==> src/rtl/figure_select_controller_pkg.sv <==
// Shared encodings for the figure-select controller: queued commands,
// browse/full-screen states and the grid index of each figure.
package figure_select_controller_pkg;

  // Lower encoding = higher priority; CMD_NONE marks an empty queue.
  typedef enum logic [2:0] {
    CMD_NONE  = 3'd0,
    CMD_SEL   = 3'd1,
    CMD_UP    = 3'd2,
    CMD_DOWN  = 3'd3,
    CMD_LEFT  = 3'd4,
    CMD_RIGHT = 3'd5
  } cmd_t;

  typedef enum logic {
    ST_BROWSE = 1'b0,
    ST_FULL   = 1'b1
  } state_t;

  localparam logic [3:0] FIG_CIRCLE    = 4'd0;
  localparam logic [3:0] FIG_SQUARE    = 4'd1;
  localparam logic [3:0] FIG_TRIANGLE  = 4'd2;
  localparam logic [3:0] FIG_OVAL      = 4'd3;
  localparam logic [3:0] FIG_RECTANGLE = 4'd4;
  localparam logic [3:0] FIG_DIAMOND   = 4'd5;
  localparam logic [3:0] FIG_HEXAGON   = 4'd6;
  localparam logic [3:0] FIG_PENTAGON  = 4'd7;
  localparam logic [3:0] FIG_STAR      = 4'd8;

  // True when cand should replace held in the single-entry queue.
  function automatic logic cmd_beats(input cmd_t cand, input cmd_t held);
    return (cand != CMD_NONE) && ((held == CMD_NONE) || (cand < held));
  endfunction

endpackage

==> src/rtl/figure_select_controller_button_repeat.sv <==
// Edge detect plus frame-counted auto-repeat for one direction button.
module button_repeat #(
  parameter int REPEAT_DELAY = 30,
  parameter int REPEAT_RATE  = 8
) (
  input  logic clk,
  input  logic rst,
  input  logic level,
  input  logic active,
  input  logic frame_start,
  output logic evt
);

  localparam int MAXC = (REPEAT_DELAY > REPEAT_RATE) ? REPEAT_DELAY : REPEAT_RATE;
  localparam int CW   = $clog2(MAXC + 1);

  logic          prev_q, prev_d;
  logic [CW-1:0] cnt_q, cnt_d;
  logic          rep_q, rep_d;
  logic [CW-1:0] last_cnt;
  logic          fire;

  // rep_q selects between the initial delay and the steady repeat period.
  always_comb begin
    prev_d   = level;
    cnt_d    = cnt_q;
    rep_d    = rep_q;
    fire     = 1'b0;
    last_cnt = rep_q ? CW'(REPEAT_RATE - 1) : CW'(REPEAT_DELAY - 1);
    if (!level || !active) begin
      cnt_d = '0;
      rep_d = 1'b0;
    end else if (frame_start) begin
      if (cnt_q == last_cnt) begin
        fire  = 1'b1;
        cnt_d = '0;
        rep_d = 1'b1;
      end else begin
        cnt_d = cnt_q + 1'b1;
      end
    end
  end

  assign evt = (level & ~prev_q) | fire;

  always_ff @(posedge clk) begin
    if (rst) begin
      prev_q <= level;
      cnt_q  <= '0;
      rep_q  <= 1'b0;
    end else begin
      prev_q <= prev_d;
      cnt_q  <= cnt_d;
      rep_q  <= rep_d;
    end
  end

endmodule

==> src/rtl/figure_select_controller.sv <==
// Figure-selection controller: queues one button command and commits it only
// at frame start, driving the one-hot figure select and full-screen request.
module figure_select_controller
  import figure_select_controller_pkg::*;
#(
  parameter int COLS         = 3,
  parameter int ROWS         = 3,
  parameter int REPEAT_DELAY = 30,
  parameter int REPEAT_RATE  = 8
) (
  input  logic                 clk,
  input  logic                 rst,
  input  logic                 up,
  input  logic                 down,
  input  logic                 left,
  input  logic                 right,
  input  logic                 select,
  input  logic                 vsync,
  output logic [COLS*ROWS-1:0] fig_sel,
  output logic [3:0]           cursor,
  output logic                 full_screen,
  output logic                 frame_start
);

  localparam int NFIG = COLS * ROWS;

  logic            vs_prev_q, vs_prev_d;
  logic            fs_q, fs_d;
  logic            sel_prev_q, sel_prev_d;
  cmd_t            pend_q, pend_d;
  state_t          state_q, state_d;
  logic [3:0]      cursor_q, cursor_d;
  logic [NFIG-1:0] fig_sel_q, fig_sel_d;
  logic            full_q, full_d;

  logic            ev_up, ev_down, ev_left, ev_right, ev_sel;
  logic            act_up, act_down, act_left, act_right;
  cmd_t            ev_cmd, eff_cmd;
  logic [3:0]      row, row_base, col;

  // Only the highest-priority held direction may accumulate repeat frames.
  assign act_up    = up;
  assign act_down  = down & ~up;
  assign act_left  = left & ~up & ~down;
  assign act_right = right & ~up & ~down & ~left;

  button_repeat #(.REPEAT_DELAY(REPEAT_DELAY), .REPEAT_RATE(REPEAT_RATE)) u_rep_up (
    .clk(clk), .rst(rst), .level(up), .active(act_up), .frame_start(fs_q), .evt(ev_up));
  button_repeat #(.REPEAT_DELAY(REPEAT_DELAY), .REPEAT_RATE(REPEAT_RATE)) u_rep_down (
    .clk(clk), .rst(rst), .level(down), .active(act_down), .frame_start(fs_q), .evt(ev_down));
  button_repeat #(.REPEAT_DELAY(REPEAT_DELAY), .REPEAT_RATE(REPEAT_RATE)) u_rep_left (
    .clk(clk), .rst(rst), .level(left), .active(act_left), .frame_start(fs_q), .evt(ev_left));
  button_repeat #(.REPEAT_DELAY(REPEAT_DELAY), .REPEAT_RATE(REPEAT_RATE)) u_rep_right (
    .clk(clk), .rst(rst), .level(right), .active(act_right), .frame_start(fs_q), .evt(ev_right));

  assign ev_sel     = select & ~sel_prev_q;
  assign sel_prev_d = select;
  assign vs_prev_d  = vsync;
  assign fs_d       = vs_prev_q & ~vsync;

  // Row and row base address from a comparator chain over the row starts.
  always_comb begin
    row      = '0;
    row_base = '0;
    for (int r = 1; r < ROWS; r++) begin
      if (cursor_q >= 4'(r * COLS)) begin
        row      = 4'(r);
        row_base = 4'(r * COLS);
      end
    end
    col = cursor_q - row_base;
  end

  always_comb begin
    ev_cmd = CMD_NONE;
    if (ev_sel)        ev_cmd = CMD_SEL;
    else if (ev_up)    ev_cmd = CMD_UP;
    else if (ev_down)  ev_cmd = CMD_DOWN;
    else if (ev_left)  ev_cmd = CMD_LEFT;
    else if (ev_right) ev_cmd = CMD_RIGHT;

    eff_cmd  = cmd_beats(ev_cmd, pend_q) ? ev_cmd : pend_q;
    pend_d   = eff_cmd;
    state_d  = state_q;
    cursor_d = cursor_q;

    if (fs_q) begin
      pend_d = CMD_NONE;
      case (state_q)
        ST_BROWSE: begin
          case (eff_cmd)
            CMD_SEL:   state_d = ST_FULL;
            CMD_UP:    cursor_d = (row == 4'd0) ? cursor_q + 4'((ROWS - 1) * COLS)
                                                : cursor_q - 4'(COLS);
            CMD_DOWN:  cursor_d = (row == 4'(ROWS - 1)) ? col : cursor_q + 4'(COLS);
            CMD_LEFT:  cursor_d = (col == 4'd0) ? cursor_q + 4'(COLS - 1) : cursor_q - 4'd1;
            CMD_RIGHT: cursor_d = (col == 4'(COLS - 1)) ? row_base : cursor_q + 4'd1;
            default:   ;
          endcase
        end
        ST_FULL: begin
          if (eff_cmd == CMD_SEL) state_d = ST_BROWSE;
        end
        default: state_d = ST_BROWSE;
      endcase
    end

    full_d    = (state_d == ST_FULL);
    fig_sel_d = {{(NFIG - 1){1'b0}}, 1'b1} << cursor_d;
  end

  always_ff @(posedge clk) begin
    if (rst) begin
      vs_prev_q  <= vsync;
      fs_q       <= 1'b0;
      sel_prev_q <= select;
      pend_q     <= CMD_NONE;
      state_q    <= ST_BROWSE;
      cursor_q   <= FIG_CIRCLE;
      fig_sel_q  <= {{(NFIG - 1){1'b0}}, 1'b1};
      full_q     <= 1'b0;
    end else begin
      vs_prev_q  <= vs_prev_d;
      fs_q       <= fs_d;
      sel_prev_q <= sel_prev_d;
      pend_q     <= pend_d;
      state_q    <= state_d;
      cursor_q   <= cursor_d;
      fig_sel_q  <= fig_sel_d;
      full_q     <= full_d;
    end
  end

  assign fig_sel     = fig_sel_q;
  assign cursor      = cursor_q;
  assign full_screen = full_q;
  assign frame_start = fs_q;

endmodule

==> config.mk <==
export PLATFORM = sky130hd
export DESIGN_NAME = figure_select_controller
export DESIGN_NICKNAME = d
export VERILOG_FILES = /design/src/rtl/figure_select_controller_pkg.sv /design/src/rtl/figure_select_controller_button_repeat.sv /design/src/rtl/figure_select_controller.sv
export SDC_FILE = /design/constraint.sdc
export NUM_CORES = 1
export LEC_CHECK = 0
export ABC_AREA = 1
export BUFFER_PORTS_ARGS = -buffer_cell sky130_fd_sc_hd__buf_2
export CAP_MARGIN = 20
export CORE_UTILIZATION = 55
export CTS_BUF_LIST = sky130_fd_sc_hd__clkbuf_8
export DETAILED_ROUTE_END_ITERATION = 10
export PLACE_DENSITY_LB_ADDON = 0.12
export SLEW_MARGIN = 5
export SYNTH_ARGS = -nofsm -noshare
export SYNTH_HDL_FRONTEND = slang
export SYNTH_HIERARCHICAL = 1
export SYNTH_SLANG_ARGS = --single-unit
==> constraint.sdc <==
create_clock -name clk -period 9.4 [get_ports clk]
set_input_delay 0.47 -clock clk [delete_from_list [all_inputs] [get_ports clk]]
set_output_delay 0.47 -clock clk [all_outputs]
set_load 0.005 [all_outputs]
# Yosys cells after proc, flatten, opt, wreduce, memory -nomap -nowiden
# Cells that the tools add are included.
word_totals:
  reg_bits: 48
  in_bits: 8
  out_inout_bits: 15
op_classes:
  n_addsub: 11
  magnitude_cmp: 3
  eq_ne: 11
  shift: 1
  muxes: 40
  bitwise_logic: 26
  n_reduce_logical: 24
op_table:
  columns: ["operator", "count"]
  rows:
  - ["5-bit 2-to-1 mux", 8]
  - ["4-bit 2-to-1 mux", 7]
  - ["5-bit by 1-bit adder with 5-bit output, second input constant", 4]
  - ["5-bit == test", 4]
  - ["3-bit 2-to-1 mux", 6]
  - ["4-bit one-hot mux with 4 select lines", 1]
  - ["1-bit 2-to-1 mux", 15]
  - ["1-bit AND", 12]
  - ["1-bit NOT", 10]
  - ["2-bit OR reduction", 5]
  - ["1-bit by 4-bit left shift with 9-bit output, first input constant", 1]
  - ["4-bit by 2-bit adder with 4-bit output, second input constant", 2]
  - ["4-bit by 2-bit == test with 1-bit output, second input constant", 2]
  - ["4-bit zero test", 2]
  - ["2-bit AND reduction", 4]
  - ["3-bit by 2-bit == test with 1-bit output, second input constant", 2]
  - ["3-bit == test, second input constant", 2]
  - ["1-bit zero test", 6]
  - ["4-bit by 1-bit adder with 4-bit output, second input constant", 1]
  - ["4-bit by 3-bit adder with 4-bit output, second input constant", 1]
  - ["4-bit by 2-bit greater-or-equal comparator with 1-bit output, second input constant", 1]
  - ["4-bit by 3-bit greater-or-equal comparator with 1-bit output, second input constant", 1]
  - ["1-bit logical OR", 4]
  - ["2-bit 2-to-1 mux", 2]
  - ["other kinds (10)", 13]

# Longest topological paths before layout
logic_depth:
  word_depth: 22
  ltp_mapped: 27
  ltp_nobuf: 27

# By module
# The synthesis kept the hierarchy.
modules_own_cells:
  columns: ["mod", "n_inst", "cells_per_inst", "area_per_inst_um2"]
  rows:
  - ["figure_select_controller", 1, 246, 1622.8]
  - ["button_repeat", 4, 51, 351.6]

# Least setup slack after synthesis
# No wires, ideal clock.
synth_path:
  path_kind: "flip-flop to flip-flop"
  startpoint: "register fs_q (netlist: frame_start)"
  endpoint: "register fig_sel_q[3] (netlist: fig_sel[3])"
  arrival_ps: 3225
  t_required_ps: 9288
  slack_ps: 6063
  path_stages_with_launch: 24
  n_path_buf: 0
  synth_period_minus_slack_ps: 3337
  cell_sequence: "dfxtp_1 inv_2 nor2_2 nand3_2 o21bai_1 nor2_4 o21a_1 nand2_2 inv_1 ha_1 a21oi_1 nand2_1 nand2_2 nand2_4 o21ai_4 nand2_2 nand2_2 nand2_4 nor2_1 nand2_1 nand2_2 inv_2 nand2_1 nor2_1"
synth_rtl:
  columns: ["element", "line_no", "source"]
  rows:
  - ["start: declaration", "figure_select_controller.sv:28", "logic fs_q, fs_d;"]
  - ["start signal: assignment", "figure_select_controller.sv:124", "fs_q <= fs_d;"]
  - ["1-bit 2-to-1 mux (*)", "figure_select_controller_button_repeat.sv:33", "end else if (frame_start) begin"]
  - ["1-bit 2-to-1 mux (*)", "figure_select_controller_button_repeat.sv:30", "if (!level || !active) begin"]
  - ["1-bit bitwise OR (*)", "figure_select_controller_button_repeat.sv:44", "assign evt = (level & ~prev_q) | fire;"]
  - ["via ev_up", "figure_select_controller.sv:36", "logic ev_up, ev_down, ev_left, ev_right, ev_sel;"]
  - ["3-bit 2-to-1 mux (*)", "figure_select_controller.sv:77", "else if (ev_up) ev_cmd = CMD_UP;"]
  - ["3-bit 2-to-1 mux (*)", "figure_select_controller.sv:76", "if (ev_sel) ev_cmd = CMD_SEL;"]
  - ["3-bit less-than comparator", "figure_select_controller_pkg.sv:32", "return (cand != CMD_NONE) && ((held == CMD_NONE) || (cand < held));"]
  - ["1-bit logical OR", "figure_select_controller_pkg.sv:32", null]
  - ["1-bit logical AND", "figure_select_controller_pkg.sv:32", null]
  - ["3-bit 2-to-1 mux (*)", "figure_select_controller.sv:82", "eff_cmd = cmd_beats(ev_cmd, pend_q) ? ev_cmd : pend_q;"]
  - ["3-bit == test or 3-bit by 2-bit == test with 1-bit output (tied branches)", "figure_select_controller.sv:91", "case (eff_cmd)"]
  - ["4-bit one-hot mux with 4 select lines (*)", "figure_select_controller.sv:91", null]
  - ["4-bit 2-to-1 mux (*)", "figure_select_controller.sv:89", "case (state_q)"]
  - ["4-bit 2-to-1 mux (*)", "figure_select_controller.sv:87", "if (fs_q) begin"]
  - ["1-bit by 4-bit left shift with 9-bit output (*)", "figure_select_controller.sv:109", "fig_sel_d = {{(NFIG - 1){1'b0}}, 1'b1} << cursor_d;"]
  - ["end signal: assignment", "figure_select_controller.sv:120", "fig_sel_q <= {{(NFIG - 1){1'b0}}, 1'b1};"]
  - ["end signal: assignment", "figure_select_controller.sv:129", "fig_sel_q <= fig_sel_d;"]
  - ["end: declaration", "figure_select_controller.sv:33", "logic [NFIG-1:0] fig_sel_q, fig_sel_d;"]
# The timed path passes the listed nets; every way through them passes the cells marked *.
# A chain may end at the register's enable or synchronous reset.

# Worst setup path after layout
layout_path:
  startpoint: "register cursor_q[0] (netlist: cursor[0])"
  endpoint: "register fig_sel_q[6] (netlist: fig_sel[6])"
layout_via:
  elab_chain_cells: 10
layout_lines:
  columns: ["element", "line_no", "source"]
  rows:
  - ["start: declaration", "figure_select_controller.sv:32", "logic [3:0] cursor_q, cursor_d;"]
  - ["start signal: assignment", "figure_select_controller.sv:128", "cursor_q <= cursor_d;"]
  - ["4-bit by 2-bit greater-or-equal comparator with 1-bit output", "figure_select_controller.sv:66", "if (cursor_q >= 4'(r * COLS)) begin"]
  - ["2-bit 2-to-1 mux", "figure_select_controller.sv:66", null]
  - ["4-bit 2-to-1 mux", "figure_select_controller.sv:66", null]
  - ["4-bit subtractor", "figure_select_controller.sv:71", "col = cursor_q - row_base;"]
  - ["4-bit by 2-bit == test with 1-bit output or 4-bit zero test (tied branches)", "figure_select_controller.sv:97, figure_select_controller.sv:96", null]
  - ["4-bit 2-to-1 mux, on equally long branches", "figure_select_controller.sv:97, figure_select_controller.sv:96", null]
  - ["4-bit one-hot mux with 4 select lines", "figure_select_controller.sv:91", null]
  - ["4-bit 2-to-1 mux", "figure_select_controller.sv:89", null]
  - ["4-bit 2-to-1 mux (*)", "figure_select_controller.sv:87", null]
  - ["1-bit by 4-bit left shift with 9-bit output (*)", "figure_select_controller.sv:109", null]
# Mark *: on every way between the ends. The rest lies on a longest branch, timed or not.

==> results.json <==
{
  "cp_slowest_stage_delay_ns": 0.82,
  "core_area_mm2": 0.00520,
  "cts.sinks": 48,
  "cts_resized": 0,
  "rr_worst_depth": 21,
  "reg2reg_from": "cursor[0]",
  "die_w_um": 76.2,
  "path_cells": "inv_1 > ha_1 > nor2_1 > o21ai_0 > nor2_1 > ha_1 > fa_1 > xor2_1 > a21boi_0 > nand3_1 > nand2_1 > o21ai_0 > inv_1 > nand3_1 > nand2_1 > nor2_1 > nand2_1 > nand2_4 > nor2_4 > nand2_2 > nor2_1",
  "routedWlPerCell_um": 10.6,
  "synthToLayoutAreaGrowth_pct": 10.1,
  "r2r_end": "fig_sel[6]",
  "vias": 2649,
  "n_antenna_cell": 0,
  "crit_path_frequent_cell": "nor2_1",
  "grt_pass1_vias": 2543,
  "grt_overflow": 0,
  "final_cell_mix": "119 x nand2_1, 65 x nor2_1, 59 x inv_1, 48 x dfxtp_1",
  "clkTransAtPathRegs_ns": 0.10,
  "finalSetupViolCount": 0,
  "netlist_area_mm2": 0.00303,
  "relSlewSlack": 0.288,
  "track_usage": 0.221,
  "antenna_found_initial": 0,
  "max_cap_violations": 0,
  "power_density_mw_per_mm2": 170,
  "cp_num_buf_inv": 2,
  "timing.fmax_ghz": 0.245,
  "finClkSkew_ns": 0.0148,
  "synthSimpleGateAreaFrac": 0.400,
  "fp.dieH_um": 76.2,
  "remaining_drc_errors": 0,
  "gp_congestion": 0.879,
  "outcome": "complete, no violations",
  "end_kind": "flip-flop",
  "rrSetupSlack_ns": 5.32,
  "crit_required_ns": 9.63,
  "hp-class": "primary input to flip-flop",
  "dp.cells": 541,
  "slowest_stage": "o21ai_0",
  "critical_path.top_delay_family": "compound AO/OA/AOI/OAI gates",
  "synth_mux_area_frac": 0,
  "ios": 23,
  "cts_buffers": 5,
  "vias_per_cell": 4.83,
  "cts-root-buf": "clkbuf_8",
  "hold_path_depth": 1,
  "finalSetupTns_ns": 0,
  "postCtsSetupRepairBufs": 0,
  "port_buffers": 22,
  "syn_area_per_cell_um2": 6.73,
  "ant_nets": 0,
  "ys_warn_count": 6,
  "min_from": "select",
  "synth_xor_area_frac": 0.0376,
  "irDropWorstVdd_v": 0.0000943,
  "fin_nets": 504,
  "ys_seq_area_frac": 0.317,
  "htreeDepth": 2,
  "grt_max_degree": 21,
  "worstPathMaxFanout": 11,
  "grt_pass1_wl_um": 10700,
  "drtIter0Drc": 141,
  "final_cells": 549,
  "tightestPinTransition_ns": 1.06,
  "num-fill-cells": 517,
  "yosys.cell_types.count": 28,
  "netlist_instances": 450,
  "path_class": "flip-flop to flip-flop",
  "rsz0062_at_grt": "no",
  "clk_path_buf_depth": 2,
  "fin_area_mm2": 0.00333,
  "row_count": 26,
  "firstDrtPassIters": 5,
  "wl_met1_um": 2900,
  "worst-endpoint-arrival_ns": 4.31,
  "final_common_cell": "nand2_1",
  "syn_nets": 476,
  "cts_hold_buf": 0,
  "synth_top_family_by_area": "simple AND/OR/NAND/NOR gates",
  "finalPower_mw": 0.568,
  "cts_tree": "built",
  "synth_compound_area_frac": 0.0838,
  "place_hpwl_um": 4490,
  "drt-total-wl_um": 5800,
  "met2_length_um": 2740,
  "hold_slack_ns": 0.277,
  "cp-start-kind": "flip-flop",
  "dr_wl_met3_um": 130,
  "hold_viol": 0,
  "dieArea_mm2": 0.00581,
  "synth_fa_ha_area_frac": 0.0768,
  "placed_area_mm2": 0.00323,
  "holdPathEnd": "sel_prev_q",
  "post-route-period-util": 0.434,
  "p_leak_nw": 1.57,
  "worstSkewPairLatency_ns": 0.30,
  "final_layout_size_suffix_gt1_frac": 0.188,
  "dr.max_layer_used": "met4",
  "initial_core_util": 0.582,
  "ys_ff_latch": 48,
  "report.final.slew_viol_count": 0,
  "period_needed_ns": 4.08
}
==> report_power, final <==
group	internal, mW	switching [mW]	total [mW]
Clock	0.0779	0.0661	0.144
Combinational	0.0660	0.139	0.205
Sequential	0.213	0.00694	0.220
==> synth_stat cells <==
library cell / count / share of area
nand2_1: 119 / 0.15
nor2_1: 65 / 0.081
inv_1: 58 / 0.072
dfxtp_1: 48 / 0.32
o21ai_0: 22 / 0.036
nand2_2: 21 / 0.043
ha_1: 17 / 0.070
nand3_1: 16 / 0.026
nor2_2: 13 / 0.027
a21oi_1: 10 / 0.017
inv_2: 8 / 0.0099
nand4_1: 8 / 0.017
xor2_1: 8 / 0.023
nand3_2: 6 / 0.020
nand2_4: 5 / 0.019
xnor2_1: 5 / 0.014
o21bai_1: 4 / 0.0099
nand3b_1: 3 / 0.0074
nor2_4: 3 / 0.011
a21oi_2: 2 / 0.0058
clkbuf_1: 2 / 0.0025
a21boi_0: 1 / 0.0025
a31oi_1: 1 / 0.0021
fa_1: 1 / 0.0066
nor4_1: 1 / 0.0021
o21a_1: 1 / 0.0025
o21ai_2: 1 / 0.0029
o21ai_4: 1 / 0.0054
==> final cells by class <==
cell class | count | area (µm²) | share of cell area
Multi-Input combinational cell | 334 | 1810 | 0.544
Clock inverter | 3 | 38.8 | 0.0116
Tap cell | 70 | 87.6 | 0.0263
Clock buffer | 5 | 68.8 | 0.0206
Inverter | 66 | 248 | 0.0743
Timing Repair Buffer | 23 | 118 | 0.0353
Sequential cell | 48 | 961 | 0.288
==> flip-flops by register name, summed over array words and instances, names as in the netlist <==
| name | count |
|---|---|
| u_rep_left/cnt_q | 5 |
| vs_prev_q | 1 |
| u_rep_down/prev_q | 1 |
| pend_q | 3 |
| u_rep_down/cnt_q | 5 |
| u_rep_down/rep_q | 1 |
| u_rep_right/rep_q | 1 |
| u_rep_left/rep_q | 1 |
| u_rep_up/rep_q | 1 |
| u_rep_right/prev_q | 1 |
| u_rep_left/prev_q | 1 |
| sel_prev_q | 1 |
| frame_start | 1 |
| full_screen | 1 |
| fig_sel | 9 |
| u_rep_up/prev_q | 1 |
| u_rep_up/cnt_q | 5 |
| u_rep_right/cnt_q | 5 |
| cursor | 4 |
==> per-stage QoR <==
step                       util  setup WS [ns]
after floorplan               -           6.06
after global placement    0.620           5.54
after detailed placement  0.620           5.38
after CTS                 0.641           5.37
after global routing      0.641           4.83
final                     0.641           5.32
==> worst max path at each step <==
| stage | startpoint | endpoint | slack, ns | depth (start not counted) |
|---|---|---|---|---|
| CTS | cursor[0] | fig_sel[6] | 5.37 | 21 |
| floorplan | frame_start | fig_sel[3] | 6.06 | 23 |
| global route | cursor[0] | fig_sel[6] | 4.83 | 21 |
| global placement | cursor[0] | fig_sel[5] | 5.54 | 20 |
| finish | cursor[0] | fig_sel[6] | 5.32 | 21 |
| detailed placement | cursor[0] | fig_sel[6] | 5.38 | 21 |
==> routing by layer <==
metal / track usage / vias to the layer above
li1: - / 1448
met1: 0.279 / 1165
met2: 0.377 / 34
met3: 0.0347 / 2
met4: 0.0788 / 0
met5: 0 / -
==> cells by family after synthesis <==
group / count (synthesis)
XOR/XNOR: 13
flip-flops: 48
AO/OA/AOI/OAI: 43
adder cells (fa/ha/maj): 18
buffers and inverters: 68
AND/OR/NAND/NOR: 260
No activity file was read; power rests on OpenSTA's default activity.
